<file path="src/rtl/sum_window_accumulator_if.sv">
// Sample-in / result-out handshake bundle for sum_window_accumulator.
// The slave modport is the accumulator; master is whoever drives and consumes it.
interface sum_window_accumulator_if #(
  parameter int WIDTH     = 4,
  parameter int ACC_WIDTH = 8,
  parameter int WINDOW    = 4,
  localparam int CW       = $clog2(WINDOW + 1)
);
  logic                 in_valid;
  logic                 in_ready;
  logic [WIDTH-1:0]     in_sum;
  logic                 flush;
  logic                 out_valid;
  logic                 out_ready;
  logic [ACC_WIDTH-1:0] out_acc;
  logic [CW-1:0]        out_count;
  logic                 out_overflow;

  modport master (
    output in_valid, in_sum, flush, out_ready,
    input  in_ready, out_valid, out_acc, out_count, out_overflow
  );

  modport slave (
    input  in_valid, in_sum, flush, out_ready,
    output in_ready, out_valid, out_acc, out_count, out_overflow
  );
endinterface

</file>
<file path="src/rtl/sum_window_accumulator.sv">
// Accumulates unsigned sum samples over a fixed window (or an early flush)
// and presents total, sample count and carry-out flag on a valid/ready output.
module sum_window_accumulator #(
  parameter int WIDTH     = 4,
  parameter int ACC_WIDTH = 8,
  parameter int WINDOW    = 4,
  localparam int CW       = $clog2(WINDOW + 1)
) (
  input logic                     clk,
  input logic                     rst,
  sum_window_accumulator_if.slave bus
);

  typedef enum logic {ACCUM, HOLD} state_t;

  state_t               state, state_next;
  logic [ACC_WIDTH-1:0] acc, acc_next;
  logic [CW-1:0]        count, count_next;
  logic                 overflow, overflow_next;
  logic [ACC_WIDTH:0]   sum_wide;
  logic                 accept;

  // Handshake outputs come only from registered state (plus reset gating).
  assign bus.in_ready  = (state == ACCUM) && !rst;
  assign bus.out_valid = (state == HOLD);

  assign accept   = bus.in_valid && bus.in_ready;
  assign sum_wide = {1'b0, acc} + (ACC_WIDTH + 1)'(bus.in_sum);

  always_comb begin
    state_next    = state;
    acc_next      = acc;
    count_next    = count;
    overflow_next = overflow;
    case (state)
      ACCUM: begin
        if (accept) begin
          acc_next      = sum_wide[ACC_WIDTH-1:0];
          overflow_next = overflow | sum_wide[ACC_WIDTH];
          count_next    = count + CW'(1);
        end
        // Flush closes the window only if it would carry at least one sample.
        if (count_next == CW'(WINDOW) || (bus.flush && count_next != '0))
          state_next = HOLD;
      end
      HOLD: begin
        if (bus.out_ready) begin
          state_next    = ACCUM;
          acc_next      = '0;
          count_next    = '0;
          overflow_next = 1'b0;
        end
      end
      default: state_next = ACCUM;
    endcase
  end

  always_ff @(posedge clk) begin
    if (rst) begin
      state    <= ACCUM;
      acc      <= '0;
      count    <= '0;
      overflow <= 1'b0;
    end else begin
      state    <= state_next;
      acc      <= acc_next;
      count    <= count_next;
      overflow <= overflow_next;
    end
  end

  assign bus.out_acc      = (state == HOLD) ? acc      : '0;
  assign bus.out_count    = (state == HOLD) ? count    : '0;
  assign bus.out_overflow = (state == HOLD) ? overflow : 1'b0;

endmodule

</file>
<file path="src/flat_wrapper.sv">
// flat-port wrapper written by rule: the top's interface ports become plain ports
module sum_window_accumulator_flat 
#(
  parameter int WIDTH     = 4,
  parameter int ACC_WIDTH = 8,
  parameter int WINDOW    = 4,
  localparam int CW       = $clog2(WINDOW + 1)
)
  (clk, rst, bus_in_valid, bus_in_sum, bus_flush, bus_out_ready, bus_in_ready, bus_out_valid, bus_out_acc, bus_out_count, bus_out_overflow);
  sum_window_accumulator_if #(.WIDTH(WIDTH), .ACC_WIDTH(ACC_WIDTH), .WINDOW(WINDOW)) bus_i ();
  input logic clk;
  input logic rst;
  input wire logic [$bits(bus_i.in_valid)-1:0] bus_in_valid;
  input wire logic [$bits(bus_i.in_sum)-1:0] bus_in_sum;
  input wire logic [$bits(bus_i.flush)-1:0] bus_flush;
  input wire logic [$bits(bus_i.out_ready)-1:0] bus_out_ready;
  output wire logic [$bits(bus_i.in_ready)-1:0] bus_in_ready;
  output wire logic [$bits(bus_i.out_valid)-1:0] bus_out_valid;
  output wire logic [$bits(bus_i.out_acc)-1:0] bus_out_acc;
  output wire logic [$bits(bus_i.out_count)-1:0] bus_out_count;
  output wire logic [$bits(bus_i.out_overflow)-1:0] bus_out_overflow;
  assign bus_i.in_valid = bus_in_valid;
  assign bus_i.in_sum = bus_in_sum;
  assign bus_i.flush = bus_flush;
  assign bus_i.out_ready = bus_out_ready;
  assign bus_in_ready = bus_i.in_ready;
  assign bus_out_valid = bus_i.out_valid;
  assign bus_out_acc = bus_i.out_acc;
  assign bus_out_count = bus_i.out_count;
  assign bus_out_overflow = bus_i.out_overflow;
  sum_window_accumulator #(.WIDTH(WIDTH), .ACC_WIDTH(ACC_WIDTH), .WINDOW(WINDOW)) u_core (.clk(clk), .rst(rst), .bus(bus_i));
endmodule
</file>
<file path="config.mk">
export PLATFORM = sky130hd
export DESIGN_NAME = sum_window_accumulator_flat
export DESIGN_NICKNAME = d
export VERILOG_FILES = /design/src/rtl/sum_window_accumulator_if.sv /design/src/rtl/sum_window_accumulator.sv /design/src/flat_wrapper.sv
export SDC_FILE = /design/constraint.sdc
export NUM_CORES = 1
export LEC_CHECK = 0
export CAP_MARGIN = 10
export CORE_ASPECT_RATIO = 1.1
export CORE_MARGIN = 1
export CORE_UTILIZATION = 41
export CTS_CLUSTER_DIAMETER = 50
export DETAILED_ROUTE_END_ITERATION = 10
export PLACE_DENSITY_LB_ADDON = 0.1
export SLEW_MARGIN = 20
export SYNTH_ARGS = -nofsm -noshare
export SYNTH_HDL_FRONTEND = slang
export SYNTH_SLANG_ARGS = --single-unit
</file>
<file path="constraint.sdc">
create_clock -name clk -period 1.7 [get_ports clk]
set_input_delay 0.34 -clock clk [delete_from_list [all_inputs] [get_ports clk]]
set_output_delay 0.34 -clock clk [all_outputs]
set_load 0.02 [all_outputs]
</file>
* Word level (Yosys, flattened, before mapping) *
Index checks and enable logic that the tools add are counted.

word-level totals
  register bits after elaboration = 13
  bits of input ports = 9
  output and inout bits = 14
  word-level logic and storage cells = 34

cells by class
  add/sub/neg operators = 2
  eq/ne operators = 3
  muxes and demuxes = 16
  bitwise operators = 2
  reductions and logical operators = 7

operators with widths
  kind                   number
  $mux W8                3
  $pmux W8 S2            1
  $mux W3                4
  $add A8 B4 Y9          1
  $pmux W3 S2            1
  $mux W1                5
  $pmux W1 S2            2
  $add A3 B1 Y3 const B  1
  $eq A3 B3 Y1 const B   1
  $logic_and A1 B1 Y1    3
  $reduce_bool A3 Y1     1
  $ne A2 B1 Y1 const B   1
  $ne A2 B2 Y1 const B   1
  $reduce_and A2 Y1      1
  $logic_not A1 Y1       1
  $logic_or A1 B1 Y1     1
  $not A1 Y1             1
  $or A1 B1 Y1           1

* Depth between registers and ports, before layout *
  depth in word-level cells = 10
  mapped depth = 6
  mapped depth without buffers = 6

* Worst setup path after synthesis *
No wires, ideal clock.

  kind = input -> register
  start point = input bus_in_sum[0]
  end point = register u_core.overflow
  library setup time = 0.115 ns
  arrival time = 1.618 ns
  required time = 1.585 ns
  setup slack = -0.033 ns
  cell stages on the path = 6
  buffers on the path = 0
  cell sequence = ha_1 -> fa_1 -> a21o_1 -> a21oi_1 -> nor4_1 -> o21a_1

on the way
  cells in the longest elaborated chain, start to end = 4

ends and longest elaborated chain
  element               RTL line                      text
  start, declared       flat_wrapper.sv:14            input wire logic [$bits(bus_i.in_sum)-1:0] bus_in_sum;
  $add A8 B4 Y9         sum_window_accumulator.sv:28  assign sum_wide = {1'b0, acc} + (ACC_WIDTH + 1)'(bus.in_sum);
  $or A1 B1 Y1          sum_window_accumulator.sv:39  overflow_next = overflow | sum_wide[ACC_WIDTH];
  $mux W1               sum_window_accumulator.sv:37  if (accept) begin
  $pmux W1 S2           sum_window_accumulator.sv:35  case (state)
  end signal, assigned  sum_window_accumulator.sv:68  overflow <= overflow_next;
  end, declared         sum_window_accumulator.sv:19  logic overflow, overflow_next;

Every way passes these cells. The select of a mux whose other input is x is not followed.
A chain may end at the register's enable or synchronous reset.

* Worst setup path after layout *
  start point = input bus_in_sum[3]
  end point = register u_core.acc[6]

on the way
  cells in the longest elaborated chain, start to end = 3

ends and longest elaborated chain
  element               RTL line                      text
  $add A8 B4 Y9         sum_window_accumulator.sv:28
  $mux W8               sum_window_accumulator.sv:37
  $pmux W8 S2           sum_window_accumulator.sv:35
  end signal, assigned  sum_window_accumulator.sv:66  acc <= acc_next;
  end, declared         sum_window_accumulator.sv:17  logic [ACC_WIDTH-1:0] acc, acc_next;

Every way passes these cells. The select of a mux whose other input is x is not followed.

==> results.sh <==
export IMPL_p_clk_share_pct=20.7
export IMPL_drt_initial_drc_count=11
export IMPL_dr_pass1_iters=4
export IMPL_p_leak_nw=0.629
export IMPL_wirelength_mm=2.29
export IMPL_end_kind="flop"
export IMPL_nets=157
export IMPL_antenna_found_initial=0
export IMPL_place_ws_ps=-452
export IMPL_crit_arrival_ps=1930
export IMPL_grt_pass1_vias=766
export IMPL_setup_viol=1
export IMPL_yosysSeqAreaShare_pct=32.2
export IMPL_vias=865
export IMPL_yosysTopAreaCell="dfxtp_1"
export IMPL_clockRootBuffer="clkbuf_4"
export IMPL_hold_viol=0
export IMPL_pwr_share_seq_pct=35.9
export IMPL_io_pins=23
export IMPL_p_int_mw=0.654
export IMPL_p_switching_mw=0.345
export IMPL_clockBufferDepth=2
export IMPL_violations="negative setup slack"
export IMPL_die_x_um=44.3
export IMPL_synth_common_cells="dfxtp_1 (13), and2_1 (12), a21oi_1 (10)"
export IMPL_grt_usage_pct=20.5
export IMPL_rsz0062_at_grt="yes"
export IMPL_rows=16
export IMPL_io_buffer_count=22
export IMPL_fin_ws_ps=-0.862
export IMPL_power_density_nw_per_um2=737
export IMPL_detail_route_antenna_nets=0
export IMPL_coreArea_um2=1820
export IMPL_synth_enable_flop_cells=0
export IMPL_drive_gt1_share_pct=33.3
export IMPL_synth_top_cell_area_share_pct=32.2
export IMPL_grt_max_degree=8
export IMPL_cp_required_ps=1930
export IMPL_vias_per_cell=5.15
export IMPL_vdd_drop_max_mv=0.545
export IMPL_worst_pin_slew_ps=305
export IMPL_syn_to_final_growth_pct=67.8
export IMPL_cts_max_level=1
export IMPL_final_setup_tns_ps=-0.862
export IMPL_place_congestion=0.778
export IMPL_syn_nets=107
export IMPL_grt_pass1_wl_mm=3.31
export IMPL_clk_latency_ps=290
export IMPL_synth_seq_cells=13
export IMPL_start_kind="input pin"
export IMPL_synth_area_top_cells="dfxtp_1 (32%), and2_1 (9.3%), ha_1 (7.7%)"
export IMPL_finalCritPeriodShare_pct=100
export IMPL_diodes=0
export IMPL_critPathMaxFanout=3
export IMPL_critPathKind="input pin to flop"
export IMPL_place_hpwl_mm=1.40
export IMPL_min_path_cells=1
export IMPL_yosys_warnings=0
export IMPL_finalClockSkew_ps=2.08
export IMPL_cts_sinks=13
export IMPL_cts_buffers=3
export IMPL_die_area_um2=2150
export IMPL_avgSynthCellArea_um2=8.79
export IMPL_slew_headroom_pct=79.4
export IMPL_synth_async_reset_ratio_pct=0
export IMPL_synth_distinct_cells=32
export IMPL_tritoncts="yes"
export IMPL_drv_slew=0
export IMPL_grt_overflow=0
export IMPL_fp_dieH_um=48.6
export IMPL_stdcell_count=168
export IMPL_cts_clk_slew_worst_paths_ps=90
export IMPL_wl_per_cell_um=13.6
export IMPL_fin_crit_ps=1700
export IMPL_max_freq_mhz=588
export IMPL_hold_class="flop to flop"
export IMPL_maxCapViolCount=0
export IMPL_hold_slack_ps=492
export IMPL_r2r_cells=7
export IMPL_start_util_pct=44.4
export IMPL_finalCoreUtilization_pct=74.5
export IMPL_syn_inst=92
export IMPL_dp_cells=156
export IMPL_drc_errors=0
export IMPL_netlist_area_um2=808
export IMPL_combinationalPowerShare_pct=43.4
export IMPL_status="complete, but fails checks"
export IMPL_synth_top_flop_cell="dfxtp_1"
export IMPL_swShare_pct=34.5
export IMPL_synth_most_common_cell="dfxtp_1"
## state kept, by name, summed over array words and instances (netlist names)
signal                count
u_core.acc                8
u_core.count              3
u_core.bus.out_valid      1
u_core.overflow           1
## cells in the final DEF (no fill, tap or decap), types with 2 or more instances in the layout
| cell | count |
|---|---|
| a21oi_4 | 2 |
| nor2_1 | 8 |
| a21oi_2 | 3 |
| xnor2_1 | 2 |
| a211oi_1 | 2 |
| clkbuf_4 | 3 |
| nor2b_1 | 2 |
| inv_1 | 2 |
| and2_1 | 12 |
| buf_6 | 3 |
| nand2_1 | 4 |
| ha_4 | 3 |
| a21o_1 | 2 |
| dlygate4sd2_1 | 17 |
| dfxtp_1 | 11 |
| nand2b_1 | 2 |
| o31ai_1 | 2 |
| or4_4 | 2 |
| dfxtp_2 | 2 |
| clkdlybuf4s50_1 | 4 |
| ha_1 | 2 |
| a22oi_1 | 2 |
| buf_4 | 23 |
| o21a_1 | 2 |
| a21oi_1 | 6 |
## worst max-delay path, cell delays in order
cell and delay [ps]:
clkdlybuf4s50_1 450, ha_4 300, buf_4 110, a21oi_4 60
or4_4 520, a21oi_2 150
## power groups by stage
stage	clock network, mW	logic, mW	registers, mW
finish	0.207	0.433	0.359
global route	0.224	0.471	0.364
CTS	0.208	0.374	0.355
detailed placement	0	0.363	0.359
global placement	0	0.358	0.359
floorplan	0	0.185	0.365
## what timing repair did
action,in CTS,in global routing
setup buffers,2,7
setup endpoints to repair,19,16
pin swaps,5,12
resized for setup,24,16
hold buffers,0,0
## per-layer routing
layer  up-vias  part of all wire (%)  track usage, %
met1       404                    44            26.8
met4         0                   3.3            9.60
li1        433                     -               -
met2        21                    49            33.1
met3         7                   2.9            2.24
met5         -                     0               0
## metrics by stage
step           area, um^2  power (mW)
2_1_floorplan         812       0.550
3_3_place_gp         1180       0.716
3_5_place_dp         1180       0.722
4_1_cts              1240       0.937
5_1_grt              1360        1.06
6_report             1360       0.999
## cell families (layout without fill, tap and decap cells)
logic type	after synthesis	after routing	share of synthesized area, %
adders and majority gates	6	6	10.2
xor gates and xnor gates	3	3	3.25
and+or+nand+nor	37	37	27.1
DFF	13	13	32.2
AOI/OAI and AO/OA	26	26	21.5
buffers and inverters	5	54	3.25
muxes	2	2	2.48
## final cells by class
class,instances,area [um^2]
clock buffers,4,26.3
fillers,141,465
inverters,2,7.51
multi-input cells,74,618
flip-flops and latches,13,263
well taps,27,33.8
repair buffers,48,408
## final timing paths
check | from | endpoint | slack [ps]
setup / recovery | bus_in_sum[3] | u_core.acc[6] | -0.9
hold reg to reg | u_core.overflow | u_core.overflow | 490
hold / removal | u_core.overflow | u_core.overflow | 490
setup reg to reg | u_core.acc[0] | u_core.acc[4] | 10
No activity file was read; power rests on OpenSTA's default activity.
